## src/rtl/vfpu_pkg.sv

```systemverilog
// Shared VFPU definitions: FP32 constants, flag bit layout, special-case tag format.
// Latency: none (types, constants and combinational helper only).
// Backpressure: not applicable.
package vfpu_pkg;

  localparam logic [31:0] FP32_QNAN    = 32'h7fc0_0000;
  localparam logic [7:0]  FP32_EXP_MAX = 8'hff;

  // Result flag vector layout: {nan, inf, zero, ovf, unf}
  localparam int FLG_NAN  = 4;
  localparam int FLG_INF  = 3;
  localparam int FLG_ZERO = 2;
  localparam int FLG_OVF  = 1;
  localparam int FLG_UNF  = 0;
  localparam int NFLAGS   = 5;

  // Issue-time tag carried alongside the normal datapath
  typedef struct packed {
    logic        mask;
    logic [31:0] res_spec;
    logic        nj_mode;
  } spec_tag_t;

  localparam int TAG_W = $bits(spec_tag_t);

  // Classify an FP32 value, returns {nan, inf, zero}
  function automatic logic [2:0] fp32_class(input logic [31:0] x);
    logic exp_max;
    logic exp_zero;
    logic man_zero;
    exp_max  = (x[30:23] == FP32_EXP_MAX);
    exp_zero = (x[30:23] == 8'h00);
    man_zero = (x[22:0] == 23'h0);
    return {exp_max & ~man_zero, exp_max & man_zero, exp_zero & man_zero};
  endfunction

endpackage

```

## src/rtl/fma_result_merge_if.sv

```systemverilog
// Bundle of issue, normal-result and writeback channels of the FMA result merge.
// Latency: none (wiring only).
// Backpressure: valid/ready on every channel; master = environment, slave = merge block.
interface fma_result_merge_if;
  import vfpu_pkg::*;

  logic              iss_valid;
  logic              iss_ready;
  logic              iss_spec_mask;
  logic [31:0]       iss_res_spec;
  logic              iss_nj_mode;

  logic              norm_valid;
  logic              norm_ready;
  logic [31:0]       norm_res;
  logic              norm_ovf;
  logic              norm_unf;

  logic              out_valid;
  logic              out_ready;
  logic [31:0]       out_res;
  logic [NFLAGS-1:0] out_flags;
  logic [NFLAGS-1:0] sticky_flags;
  logic              flag_clr;

  modport master (
    output iss_valid, iss_spec_mask, iss_res_spec, iss_nj_mode,
    input  iss_ready,
    output norm_valid, norm_res, norm_ovf, norm_unf,
    input  norm_ready,
    input  out_valid, out_res, out_flags, sticky_flags,
    output out_ready, flag_clr
  );

  modport slave (
    input  iss_valid, iss_spec_mask, iss_res_spec, iss_nj_mode,
    output iss_ready,
    input  norm_valid, norm_res, norm_ovf, norm_unf,
    output norm_ready,
    output out_valid, out_res, out_flags, sticky_flags,
    input  out_ready, flag_clr
  );

endinterface

```

## src/rtl/spec_tag_fifo.sv

```systemverilog
// Synchronous FIFO holding special-case tags in issue order, exposes occupancy count.
// Latency: entry pushed at edge t is visible at the head from cycle t+1.
// Backpressure: push refused when full (even with a same-cycle pop); pop ignored when empty.
module spec_tag_fifo #(
  parameter int DEPTH = 4,
  parameter int WIDTH = 34,
  localparam int AW = $clog2(DEPTH)
) (
  input  logic             clk,
  input  logic             rst,
  input  logic             push_vld,
  input  logic [WIDTH-1:0] push_dat,
  input  logic             pop_vld,
  output logic [WIDTH-1:0] pop_dat,
  output logic [AW:0]      count
);

  localparam logic [AW:0] FULL_CNT = (AW + 1)'(DEPTH);

  logic [WIDTH-1:0] mem_q [DEPTH];
  logic [WIDTH-1:0] mem_d [DEPTH];
  logic [AW-1:0]    wr_ptr_q, wr_ptr_d;
  logic [AW-1:0]    rd_ptr_q, rd_ptr_d;
  logic [AW:0]      count_q, count_d;
  logic             push_ok;
  logic             pop_ok;

  assign push_ok = push_vld && (count_q != FULL_CNT);
  assign pop_ok  = pop_vld && (count_q != '0);
  assign pop_dat = mem_q[rd_ptr_q];
  assign count   = count_q;

  // Next-state for storage, pointers and occupancy
  always_comb begin
    mem_d    = mem_q;
    wr_ptr_d = wr_ptr_q;
    rd_ptr_d = rd_ptr_q;
    count_d  = count_q;
    if (push_ok) begin
      mem_d[wr_ptr_q] = push_dat;
      wr_ptr_d        = wr_ptr_q + 1'b1;
    end
    if (pop_ok) begin
      rd_ptr_d = rd_ptr_q + 1'b1;
    end
    if (push_ok && !pop_ok) begin
      count_d = count_q + 1'b1;
    end else if (!push_ok && pop_ok) begin
      count_d = count_q - 1'b1;
    end
  end

  // Control state, cleared by reset
  always_ff @(posedge clk) begin
    if (rst) begin
      wr_ptr_q <= '0;
      rd_ptr_q <= '0;
      count_q  <= '0;
    end else begin
      wr_ptr_q <= wr_ptr_d;
      rd_ptr_q <= rd_ptr_d;
      count_q  <= count_d;
    end
  end

  // Tag storage, contents only meaningful below count so no reset needed
  always_ff @(posedge clk) begin
    mem_q <= mem_d;
  end

endmodule

```

## src/rtl/fma_result_merge.sv

```systemverilog
// Merges special-case tags with normal FMA results, substitutes ovf/unf, flags and registers the result.
// Latency: pair-pop at edge t presents out_valid after edge t; issue to output is at least 2 edges.
// Backpressure: held output (out_valid & ~out_ready) stalls norm_ready; iss_ready drops at DEPTH tags.
module fma_result_merge
  import vfpu_pkg::*;
#(
  parameter int DEPTH = 4
) (
  input  logic               clk,
  input  logic               rst,
  fma_result_merge_if.slave  bus
);

  localparam int          AW       = $clog2(DEPTH);
  localparam logic [AW:0] FULL_CNT = (AW + 1)'(DEPTH);

  spec_tag_t         wr_tag;
  spec_tag_t         head_tag;
  logic [TAG_W-1:0]  head_dat;
  logic [AW:0]       fifo_count;
  logic              push;
  logic              adv;
  logic              pair_pop;
  logic              accept;

  logic [31:0]       sel_res;
  logic              sel_ovf;
  logic              sel_unf;
  logic [NFLAGS-1:0] sel_flags;

  logic              out_valid_q, out_valid_d;
  logic [31:0]       out_res_q, out_res_d;
  logic [NFLAGS-1:0] out_flags_q, out_flags_d;
  logic [NFLAGS-1:0] sticky_q, sticky_d;

  assign wr_tag   = '{mask: bus.iss_spec_mask, res_spec: bus.iss_res_spec, nj_mode: bus.iss_nj_mode};
  assign head_tag = spec_tag_t'(head_dat);

  assign bus.iss_ready  = (fifo_count != FULL_CNT);
  assign push           = bus.iss_valid && bus.iss_ready;
  assign adv            = !out_valid_q || bus.out_ready;
  assign bus.norm_ready = (fifo_count != '0) && adv;
  assign pair_pop       = bus.norm_valid && bus.norm_ready;
  assign accept         = out_valid_q && bus.out_ready;

  spec_tag_fifo #(
    .DEPTH (DEPTH),
    .WIDTH (TAG_W)
  ) u_tag_fifo (
    .clk      (clk),
    .rst      (rst),
    .push_vld (push),
    .push_dat (wr_tag),
    .pop_vld  (pair_pop),
    .pop_dat  (head_dat),
    .count    (fifo_count)
  );

  // Pick the final result for the head operation and classify it
  always_comb begin
    sel_res   = bus.norm_res;
    sel_ovf   = 1'b0;
    sel_unf   = 1'b0;
    sel_flags = '0;
    if (head_tag.mask) begin
      // Special-case answer wins; the normal result is consumed but discarded
      sel_res = head_tag.res_spec;
    end else if (bus.norm_ovf) begin
      sel_res = {bus.norm_res[31], FP32_EXP_MAX, 23'h0};
      sel_ovf = 1'b1;
    end else if (bus.norm_unf) begin
      sel_unf = 1'b1;
      if (head_tag.nj_mode) begin
        sel_res = {bus.norm_res[31], 31'h0};
      end
    end
    sel_flags[FLG_NAN:FLG_ZERO] = fp32_class(sel_res);
    sel_flags[FLG_OVF]          = sel_ovf;
    sel_flags[FLG_UNF]          = sel_unf;
  end

  // Output stage loads on pair-pop, drains on acceptance; sticky collects accepted flags
  always_comb begin
    out_valid_d = out_valid_q;
    out_res_d   = out_res_q;
    out_flags_d = out_flags_q;
    sticky_d    = bus.flag_clr ? '0 : sticky_q;
    if (pair_pop) begin
      out_valid_d = 1'b1;
      out_res_d   = sel_res;
      out_flags_d = sel_flags;
    end else if (bus.out_ready) begin
      out_valid_d = 1'b0;
    end
    if (accept) begin
      sticky_d = sticky_d | out_flags_q;
    end
  end

  // Output and sticky registers
  always_ff @(posedge clk) begin
    if (rst) begin
      out_valid_q <= 1'b0;
      out_res_q   <= '0;
      out_flags_q <= '0;
      sticky_q    <= '0;
    end else begin
      out_valid_q <= out_valid_d;
      out_res_q   <= out_res_d;
      out_flags_q <= out_flags_d;
      sticky_q    <= sticky_d;
    end
  end

  assign bus.out_valid    = out_valid_q;
  assign bus.out_res      = out_res_q;
  assign bus.out_flags    = out_flags_q;
  assign bus.sticky_flags = sticky_q;

  // A normal result must never arrive without a matching tag in flight
  norm_without_tag_a : assert property (@(posedge clk) disable iff (rst)
    !(bus.norm_valid && (fifo_count == '0)));

endmodule

```

## src/flat_wrapper.sv

```systemverilog
// flat-port wrapper written by rule: the top's interface ports become plain ports
module fma_result_merge_flat import vfpu_pkg::*;
#(
  parameter int DEPTH = 4
)
  (clk, rst, bus_iss_valid, bus_iss_spec_mask, bus_iss_res_spec, bus_iss_nj_mode, bus_iss_ready, bus_norm_valid, bus_norm_res, bus_norm_ovf, bus_norm_unf, bus_norm_ready, bus_out_valid, bus_out_res, bus_out_flags, bus_sticky_flags, bus_out_ready, bus_flag_clr);
  fma_result_merge_if bus_i ();
  input  logic clk;
  input  logic rst;
  input wire logic [$bits(bus_i.iss_valid)-1:0] bus_iss_valid;
  input wire logic [$bits(bus_i.iss_spec_mask)-1:0] bus_iss_spec_mask;
  input wire logic [$bits(bus_i.iss_res_spec)-1:0] bus_iss_res_spec;
  input wire logic [$bits(bus_i.iss_nj_mode)-1:0] bus_iss_nj_mode;
  output wire logic [$bits(bus_i.iss_ready)-1:0] bus_iss_ready;
  input wire logic [$bits(bus_i.norm_valid)-1:0] bus_norm_valid;
  input wire logic [$bits(bus_i.norm_res)-1:0] bus_norm_res;
  input wire logic [$bits(bus_i.norm_ovf)-1:0] bus_norm_ovf;
  input wire logic [$bits(bus_i.norm_unf)-1:0] bus_norm_unf;
  output wire logic [$bits(bus_i.norm_ready)-1:0] bus_norm_ready;
  output wire logic [$bits(bus_i.out_valid)-1:0] bus_out_valid;
  output wire logic [$bits(bus_i.out_res)-1:0] bus_out_res;
  output wire logic [$bits(bus_i.out_flags)-1:0] bus_out_flags;
  output wire logic [$bits(bus_i.sticky_flags)-1:0] bus_sticky_flags;
  input wire logic [$bits(bus_i.out_ready)-1:0] bus_out_ready;
  input wire logic [$bits(bus_i.flag_clr)-1:0] bus_flag_clr;
  assign bus_i.iss_valid = bus_iss_valid;
  assign bus_i.iss_spec_mask = bus_iss_spec_mask;
  assign bus_i.iss_res_spec = bus_iss_res_spec;
  assign bus_i.iss_nj_mode = bus_iss_nj_mode;
  assign bus_iss_ready = bus_i.iss_ready;
  assign bus_i.norm_valid = bus_norm_valid;
  assign bus_i.norm_res = bus_norm_res;
  assign bus_i.norm_ovf = bus_norm_ovf;
  assign bus_i.norm_unf = bus_norm_unf;
  assign bus_norm_ready = bus_i.norm_ready;
  assign bus_out_valid = bus_i.out_valid;
  assign bus_out_res = bus_i.out_res;
  assign bus_out_flags = bus_i.out_flags;
  assign bus_sticky_flags = bus_i.sticky_flags;
  assign bus_i.out_ready = bus_out_ready;
  assign bus_i.flag_clr = bus_flag_clr;
  fma_result_merge #(.DEPTH(DEPTH)) u_core (.clk(clk), .rst(rst), .bus(bus_i));
endmodule
```

## config.mk

```make
export PLATFORM = sky130hd
export DESIGN_NAME = fma_result_merge_flat
export DESIGN_NICKNAME = d
export VERILOG_FILES = /design/src/rtl/vfpu_pkg.sv /design/src/rtl/fma_result_merge_if.sv /design/src/rtl/spec_tag_fifo.sv /design/src/rtl/fma_result_merge.sv /design/src/flat_wrapper.sv
export SDC_FILE = /design/constraint.sdc
export NUM_CORES = 1
export LEC_CHECK = 0
export CAP_MARGIN = 20
export CORE_MARGIN = 4
export CORE_UTILIZATION = 40
export DETAILED_ROUTE_END_ITERATION = 10
export DONT_BUFFER_PORTS = 1
export PLACE_DENSITY_LB_ADDON = 0.25
export RECOVER_POWER = 25
export SLEW_MARGIN = 30
export SYNTH_ARGS = -nofsm -noshare
export SYNTH_HDL_FRONTEND = slang
export SYNTH_SLANG_ARGS = --single-unit
```

## constraint.sdc

```tcl
create_clock -name clk -period 5.2 [get_ports clk]
set_clock_uncertainty 0.05 [all_clocks]
set_input_delay 0.78 -clock clk [delete_from_list [all_inputs] [get_ports clk]]
set_output_delay 0.78 -clock clk [all_outputs]
set_load 0.1 [all_outputs]
```

After elaboration in Yosys (flattened, before gate mapping)
Index checks and enable logic that the tools add are counted. W data, S select, Z words.

Add/sub/neg operators: 4. Magnitude comparators: 3. Eq/ne operators: 2. Muxes and demuxes: 21. Bitwise operators: 7. Reductions and logical operators: 18.

Operator list (number): $bwmux W136 (1); $mux W34 (3); $mux W31 (3); $bmux W34 S2 (1); $demux W34 S2 (1); $mux W32 (1); $logic_not A23 Y1 (1); $mux W5 (2); $logic_and A1 B1 Y1 (9); $eq A8 B8 Y1 const B (1); $logic_not A8 Y1 (1); $mux W1 (7); $ge A3 B3 Y1 const B (2); $mux W3 (2); $not A2 Y3 (2); $or A5 B5 Y5 (1); $add A2 B1 Y2 const B (2); $reduce_bool A2 Y1 (2); $add A3 B1 Y3 const B (1); $and A1 B1 Y1 (3); $logic_not A1 Y1 (3); $lt A3 B1 Y1 const B (1); $ne A3 B3 Y1 const B (1); $reduce_bool A3 Y1 (1); 3 further kinds (3).

Register bits: 186. Bits of input ports: 74. Output and inout bits: 45. Word-level logic and storage cells: 66.

Logic depth before layout (Yosys ltp)
Gate-level depths: netlist (run 1).

Depth in word-level cells: 11. Mapped depth: 13. Mapped depth without buffers: 10.

Cells and area by module
A second synthesis (run 1) with hierarchy kept.

Cells, all modules: 456. Area total of the unflattened synthesis: 7389.6 um^2.

By module, submodules not included: spec_tag_fifo (instances 1, cells an instance 221, area each 5375.2 um^2, seq. area each 4224.1 um^2); fma_result_merge (instances 1, cells an instance 235, area each 2014.4 um^2, seq. area each 860.8 um^2).

Worst setup path before layout (run 1)
Ideal clock, no wire load.

Path kind: register to register. From: register u_core.out_valid_q, in the netlist u_core.bus.out_valid. To: register u_core.u_tag_fifo.count_q[2], in the netlist u_core.u_tag_fifo.count[2]. Library setup time: 0.071 ns. Arrival: 4.081 ns. Required time: 5.079 ns. Setup slack: 0.999 ns. Cell stages (with the launch flop): 14. Buffers on the path: 3. Clock period less this slack: 4.201 ns. Path through: dfxtp_1 nand2b_1 o31a_1 and2_1 clkbuf_1 inv_1 clkbuf_1 buf_1 ha_1 inv_1 fa_1 xor2_1 or3_1 a21oi_1.

Word-level cells in the longest chain between the ends: 8. Elaborated cells on any way between the ends: 10. Classes of those cells: mux: 1; reduce/logical: 9.

Ends and longest elaborated chain: from (decl) (line fma_result_merge.sv:31) `logic out_valid_q, out_valid_d;`; from (signal assigned) (line fma_result_merge.sv:108) `out_valid_q <= out_valid_d;`; $logic_not A1 Y1 * (line fma_result_merge.sv:41) `assign adv = !out_valid_q || bus.out_ready;`; $logic_or A1 B1 Y1 * (line fma_result_merge.sv:41); $logic_and A1 B1 Y1 * (line fma_result_merge.sv:42) `assign bus.norm_ready = (fifo_count != '0) && adv;`; via bus_norm_ready (line flat_wrapper.sv:19) `output wire logic [$bits(bus_i.norm_ready)-1:0] bus_norm_ready;`; $logic_and A1 B1 Y1 * (line fma_result_merge.sv:43) `assign pair_pop = bus.norm_valid && bus.norm_ready;`; $logic_and A1 B1 Y1 * (line spec_tag_fifo.sv:29) `assign pop_ok = pop_vld && (count_q != '0);`; $logic_not A1 Y1 (line spec_tag_fifo.sv:46) `if (push_ok && !pop_ok) begin`; $logic_and A1 B1 Y1 (line spec_tag_fifo.sv:46); $mux W3 / $reduce_bool A2 Y1 (equally long branches); to (signal assigned) (line spec_tag_fifo.sv:62) `count_q <= count_d;`; to (decl) (line spec_tag_fifo.sv:24) `logic [AW:0] count_q, count_d;`.

Mark *: on every way through the listed nets, which the timed path passes. The rest lies on a longest branch. A chain may end at the register's enable or synchronous reset.

Worst setup path after layout (run 1)
Same ends and word-level chain as after synthesis.

==> flow_metrics.env, run 1 <==
export IMPL_fin_crit_ns=3.63
export IMPL_syn_to_final_growth_pct=10.9
export IMPL_worst_pin_slew_ns=1.04
export IMPL_cpMaxStageDelayCell="fa_1"
export IMPL_stdcell_area_um2=8070
export IMPL_endpoint_kind="flop"
export IMPL_setup_ws_ns=1.57
export IMPL_final_nets=534
export IMPL_place_gp_congestion=0.841
export IMPL_post_cts_buffers=0
export IMPL_r2r_cells=13
export IMPL_ant_nets=0
export IMPL_wirelength_mm=16.6
export IMPL_cp_required_ns=5.49
export IMPL_yosysUniqueCellTypes=41
export IMPL_die_y_um=143
export IMPL_pwr_share_comb=0.216
export IMPL_p_per_area_nw_per_um2=612
export IMPL_path_delay_family="buffers and inverters"
export IMPL_path_buf_inv=5
export IMPL_grt_pass1_wl_mm=24.9
export IMPL_numCtsBuffers=17
export IMPL_dieArea_um2=20400
export IMPL_crit_chain="buf_4 > nand2b_1 > o31a_2 > and2_1 > buf_4 > inv_1 > buf_4 > ha_1 > inv_1 > fa_1 > xor2_1 > or3_1 > a21oi_1"
export IMPL_p_sw_uw=2020
export IMPL_p_int_uw=2920
export IMPL_start_util=0.407
export IMPL_slowest_delay_ns=0.42
export IMPL_final_hold_viol_count=0
export IMPL_cts_sinks=186
export IMPL_status="finished clean"
export IMPL_cpMostUsedCell="buf_4"
export IMPL_clk_latency_ns=0.42
export IMPL_power_frac_seq=0.535
export IMPL_critPathKind="flop to flop"
export IMPL_drtPass1Iterations=4
export IMPL_diodes=0
export IMPL_dr_first_iter_drc_count=225
export IMPL_finalSetupTns_ns=0
export IMPL_rows=49
export IMPL_post_place_ws_ns=1.41
export IMPL_antenna_found_initial=0
export IMPL_crit_cells=13
export IMPL_drt_vias_per_instance=5.76
export IMPL_gr_usage_all_layers=0.165
export IMPL_first_global_vias=4123
export IMPL_syn_mean_instance_area_um2=16.0
export IMPL_vdd_drop_max_mv=0.257
export IMPL_drv_cap=0
export IMPL_hp_class="input port to flop"
export IMPL_worstPathArrival_ns=3.93
export IMPL_post_route_drc_count=0
export IMPL_fin_crit_sh=0.699
export IMPL_ys_warn_count=0
export IMPL_cts_tree="done"
export IMPL_ys_seq_area_frac=0.699
export IMPL_cts_root_buffer="clkbuf_16"
export IMPL_async_flop_share=0
export IMPL_vias=4007
export IMPL_timing_fmax_mhz=275
export IMPL_path_max_fanout=41
export IMPL_ys_flop_type="edfxtp_1"
export IMPL_cts_resized=0
export IMPL_rsz0062_at_grt="no"
export IMPL_final_common_cell="edfxtp_1"
export IMPL_layout_cells_non_filler=696
export IMPL_drive_gt1_frac=0.161
export IMPL_setup_viol=0
export IMPL_synth_ff_latch_count=186
export IMPL_hold_buffers=0
export IMPL_netlist_area_um2=7280
export IMPL_core_um2=17900
export IMPL_critPathLaunchType="flop"
export IMPL_synthCells=455
export IMPL_synth_edf_count=136
export IMPL_final_cell_mix="edfxtp_1 (136), nor2_1 (48), dfxtp_1 (44)"
export IMPL_holdPathStages=1
export IMPL_io_buffers=0
export IMPL_htreeDepth=4
export IMPL_fillCellCount=1551
export IMPL_slew_viol_final=0
export IMPL_leakage_uw=0.00258
export IMPL_pwr_share_clk=0.249
export IMPL_swShare=0.409
export IMPL_io_pins=119
export IMPL_dp_hpwl_mm=11.4
export IMPL_dpl_cell_area_um2=7510
export IMPL_max_slew_margin=0.307
export IMPL_grt_max_degree=51
export IMPL_dp_cells=664
export IMPL_syn_num_nets=535
export IMPL_die_w_um=143
export IMPL_clk_path_buf_depth=2
export IMPL_clk_pin_slew_ns=0.07
export IMPL_grt_ovfl_total=0
export IMPL_routedWlPerCell_um=23.8
## flip-flops by register name, indices dropped and copies added, names as in the netlist
signal	count
u_core.bus.out_flags	5
u_core.bus.out_res	32
u_core.bus.out_valid	1
u_core.bus.sticky_flags	5
u_core.u_tag_fifo.count	3
u_core.u_tag_fifo.mem_q	136
u_core.u_tag_fifo.rd_ptr_q	2
u_core.u_tag_fifo.wr_ptr_q	2
## cell type report
class | instances | area, µm² | area share
well taps | 229 | 287 | 0.0355
clock buffers | 18 | 429 | 0.0532
multi-input cells | 235 | 2040 | 0.253
inverters | 5 | 18.8 | 0.00232
repair buffers | 9 | 67.6 | 0.00837
flip-flops and latches | 186 | 5090 | 0.631
clock inverters | 14 | 134 | 0.0166
## cells in the mapped netlist (4+ instances only)
cell	number	area, µm²
a21boi_0	7	52.6
a21oi_1	13	65.1
a221oi_1	23	201
a32oi_1	5	43.8
and3_1	5	31.3
buf_2	6	30.0
clkbuf_1	18	67.6
dfxtp_1	50	1000
edfxtp_1	136	4080
ha_1	5	62.6
inv_1	5	18.8
mux2i_1	4	40.0
mux4_1	9	236
mux4_2	25	563
nand2_1	16	60.1
nor2_1	48	180
nor3_1	27	135
nor4_1	12	75.1
o22ai_1	5	31.3
## power groups by stage
stage / Combinational (µW) / Clock [µW] / Sequential (µW)
after floorplan: 853 / 0 / 2620
after global placement: 1050 / 0 / 2670
after detailed placement: 1070 / 0 / 2680
after CTS: 1080 / 1260 / 2650
after global routing: 1160 / 1330 / 2670
final: 1070 / 1230 / 2640
## routing by layer
metal | track usage | share of wire | up-vias
met3 | 0.0650 | 0.086 | 19
li1 | - | - | 1815
met1 | 0.204 | 0.39 | 2048
met5 | 0 | 0 | -
met2 | 0.271 | 0.50 | 125
met4 | 0.0495 | 0.019 | 0
## worst register-to-register path: stages (launching register included)
cell and delay (ns):
dfxtp_1 0.31, buf_4 0.31, nand2b_1 0.15, o31a_2 0.32, and2_1 0.25, buf_4 0.24, inv_1 0.11, buf_4 0.38
ha_1 0.27, inv_1 0.07, fa_1 0.42, xor2_1 0.18, or3_1 0.31, a21oi_1 0.17
## final timing paths
path | from | to | slack, ns
max | u_core.bus.out_valid | u_core.u_tag_fifo.count[2] | 1.57
min | rst | u_core.bus.sticky_flags[4] | 0.38
max reg2reg | u_core.bus.out_valid | u_core.u_tag_fifo.count[2] | 1.57
min reg2reg | u_core.u_tag_fifo.count[2] | u_core.u_tag_fifo.count[2] | 0.49
## cells by family after synthesis
logic type	Yosys count	synth area share
AOI/OAI and AO/OA	65	0.0688
xor gates and xnor gates	5	0.00602
adders and majority gates	6	0.0113
buffers and inverters	34	0.0218
DFF	186	0.699
muxes	39	0.117
and+or+nand+nor	120	0.0765
## per-stage QoR
step	hold slack (ns)	util	power, µW
after global routing	0.359	0.451	5160
after CTS	0.359	0.451	4990
after detailed placement	0.472	0.419	3760
final	0.376	0.451	4940
after floorplan	0.421	-	3480
after global placement	0.436	0.419	3730
Note: power is estimated with default switching activity, not from simulation.
==> run 2: changes to the inputs <==
Clock period 5.2 ns to 3.1 ns, I/O delays scaled along.
==> run 2 against run 1 <==
Combinational power increased by 76%. Critical path depth shrank 7. Clock power increased by 76%. Flip-flop and latch count unchanged. Critical endpoint is now u_core.bus.out_flags[2]. Power rose by 72%. Via count up 4.1%. Global-route usage grew 1.1 points. Non-clock buffer count rose by 9. Critical path type unchanged. Routed wire length up 6.4%. Cell area up 1.4%. Highest routed layer unchanged. Register-to-register slack worse by 1.1 ns. Clock-buffer cell count is 1 higher.
==> flow_metrics.env, run 2 (same netlist as run 1, synthesis figures left out) <==
export IMPL_status="finished clean"
export IMPL_endpoint_kind="flop"
export IMPL_die_w_um=143
export IMPL_timing_fmax_mhz=382
export IMPL_grt_ovfl_total=0
export IMPL_reg2reg_slack_ns=0.48
export IMPL_clk_path_buf_depth=2
export IMPL_vias=4170
export IMPL_worst_pin_slew_ns=1.04
export IMPL_cts_sinks=186
export IMPL_critPathKind="flop to flop"
export IMPL_slew_viol_final=0
export IMPL_wirelength_mm=17.6
export IMPL_rows=49
export IMPL_cts_resized=0
export IMPL_worst_r2r_startpoint="u_core.u_tag_fifo.rd_ptr_q[0]"
export IMPL_finalPower_uw=8500
export IMPL_dieArea_um2=20400
export IMPL_use_met1=0.215
export IMPL_dp_hpwl_mm=11.9
export IMPL_hp_class="input port to flop"
export IMPL_drt_vias_per_instance=5.91
export IMPL_drtPass1Iterations=4
export IMPL_clk_pin_slew_ns=0.07
export IMPL_cts_tree="done"
export IMPL_worstPathArrival_ns=2.93
export IMPL_final_common_cell="edfxtp_1"
export IMPL_setup_viol=0
export IMPL_diodes=0
export IMPL_fin_crit_sh=0.845
export IMPL_dpl_cell_area_um2=7600
export IMPL_r2r_end="u_core.bus.out_flags[2]"
export IMPL_ant_nets=0
export IMPL_critPathLaunchType="flop"
export IMPL_final_hold_viol_count=0
export IMPL_min_to="u_core.bus.out_valid"
export IMPL_r2r_cells=6
export IMPL_dr_first_iter_drc_count=388
export IMPL_rsz0062_at_grt="no"
export IMPL_clk_latency_ns=0.43
export IMPL_path_buf_inv=1
export IMPL_post_route_drc_count=0
export IMPL_grt_use_met2=0.279
export IMPL_crit_start="u_core.u_tag_fifo.rd_ptr_q[0]"
export IMPL_start_util=0.407
export IMPL_grtUsageMet3=0.0656
export IMPL_hold_buffers=0
export IMPL_place_gp_congestion=0.831
export IMPL_gr_usage_all_layers=0.176
export IMPL_cp_required_ns=3.41
export IMPL_antenna_found_initial=0
export IMPL_leakage_uw=0.00264
export IMPL_finalSetupTns_ns=0
export IMPL_numCtsBuffers=17
export IMPL_top_usage_layer="met2"
export IMPL_min_from="rst"
export IMPL_final_nets=543
export IMPL_holdPathStages=1
export IMPL_io_buffers=0
export IMPL_first_global_vias=4200
export IMPL_stdcell_area_um2=8190
export IMPL_final_cell_mix="edfxtp_1 (136), nor2_1 (48), dfxtp_1 (38)"
export IMPL_io_pins=119
export IMPL_path_max_fanout=24
export IMPL_post_cts_buffers=0
export IMPL_fin_crit_ns=2.62
export IMPL_core_um2=17900
export IMPL_max_slew_margin=0.308
export IMPL_cpMaxStageDelayCell="mux4_1"
export IMPL_slowest_delay_ns=0.66
export IMPL_grt_max_degree=51
export IMPL_drive_gt1_frac=0.187
export IMPL_p_per_area_nw_per_um2=1040
export IMPL_syn_to_final_growth_pct=12.5
export IMPL_die_y_um=143
export IMPL_vdd_drop_max_mv=0.741
export IMPL_hold_ws_ns=0.0435
export IMPL_htreeDepth=4
export IMPL_cts_root_buffer="clkbuf_16"
export IMPL_path_delay_family="compound AO/OA/AOI/OAI gates"
export IMPL_crit_chain="buf_12 > mux4_1 > nor4_1 > nand4_1 > a221oi_2 > a32o_1"
export IMPL_routedWlPerCell_um=25.0
export IMPL_drv_cap=0
export IMPL_largest_reg_flops=136
export IMPL_top_register="u_core.u_tag_fifo.mem_q"
export IMPL_grt_pass1_wl_mm=26.1
==> run 2: cell count changes in the layout (fill, tap and decap cells not counted), moves of 2 or more <==
cell,change
buf_4,+8
clkinv_2,-2
clkinvlp_4,+3
dfxtp_1,-6
dfxtp_2,+5
inv_6,-2
==> run 2: power breakdown <==
| group | internal [µW] | switching, µW | leakage [µW] |
|---|---|---|---|
| Sequential | 3080 | 1370 | 0.00166 |
| Clock | 1210 | 958 | 0.000279 |
| Combinational | 763 | 1110 | 0.000699 |
| Total | 5060 | 3440 | 0.00264 |
==> run 2: layer usage <==
metal	share of wire	vias to the layer above	wire length, µm
li1	-	1839	-
met1	0.40	2138	7000
met2	0.48	158	8460
met3	0.085	35	1500
met4	0.038	0	667
met5	0	-	0
==> run 2: through the flow <==
step	setup WS, ns	std cells	utilization
finish	0.481	705	0.457
floorplan	0.0234	455	-
global placement	0.553	673	0.424
detailed placement	0.488	673	0.424
CTS	0.453	705	0.457
global route	0.296	705	0.457
==> run 2: worst max-delay path by stage <==
| stage | slack [ns] | cells after the start | endpoint |
|---|---|---|---|
| 5_1_grt | 0.30 | 8 | u_core.bus.out_flags[4] |
| 2_1_floorplan | 0.02 | 13 | u_core.u_tag_fifo.count[2] |
| 3_3_place_gp | 0.55 | 6 | u_core.bus.out_flags[4] |
| 4_1_cts | 0.45 | 6 | u_core.bus.out_flags[3] |
| 6_report | 0.48 | 6 | u_core.bus.out_flags[2] |
| 3_5_place_dp | 0.49 | 6 | u_core.bus.out_flags[3] |
==> run 2: area by class of cell <==
class,count,area [µm²]
Fill cell,1570,9710
Clock inverter,13,158
Tap cell,229,287
Timing Repair Buffer,18,148
Inverter,5,18.8
Multi-Input combinational cell,235,2040
Clock buffer,19,433
Sequential cell,186,5100
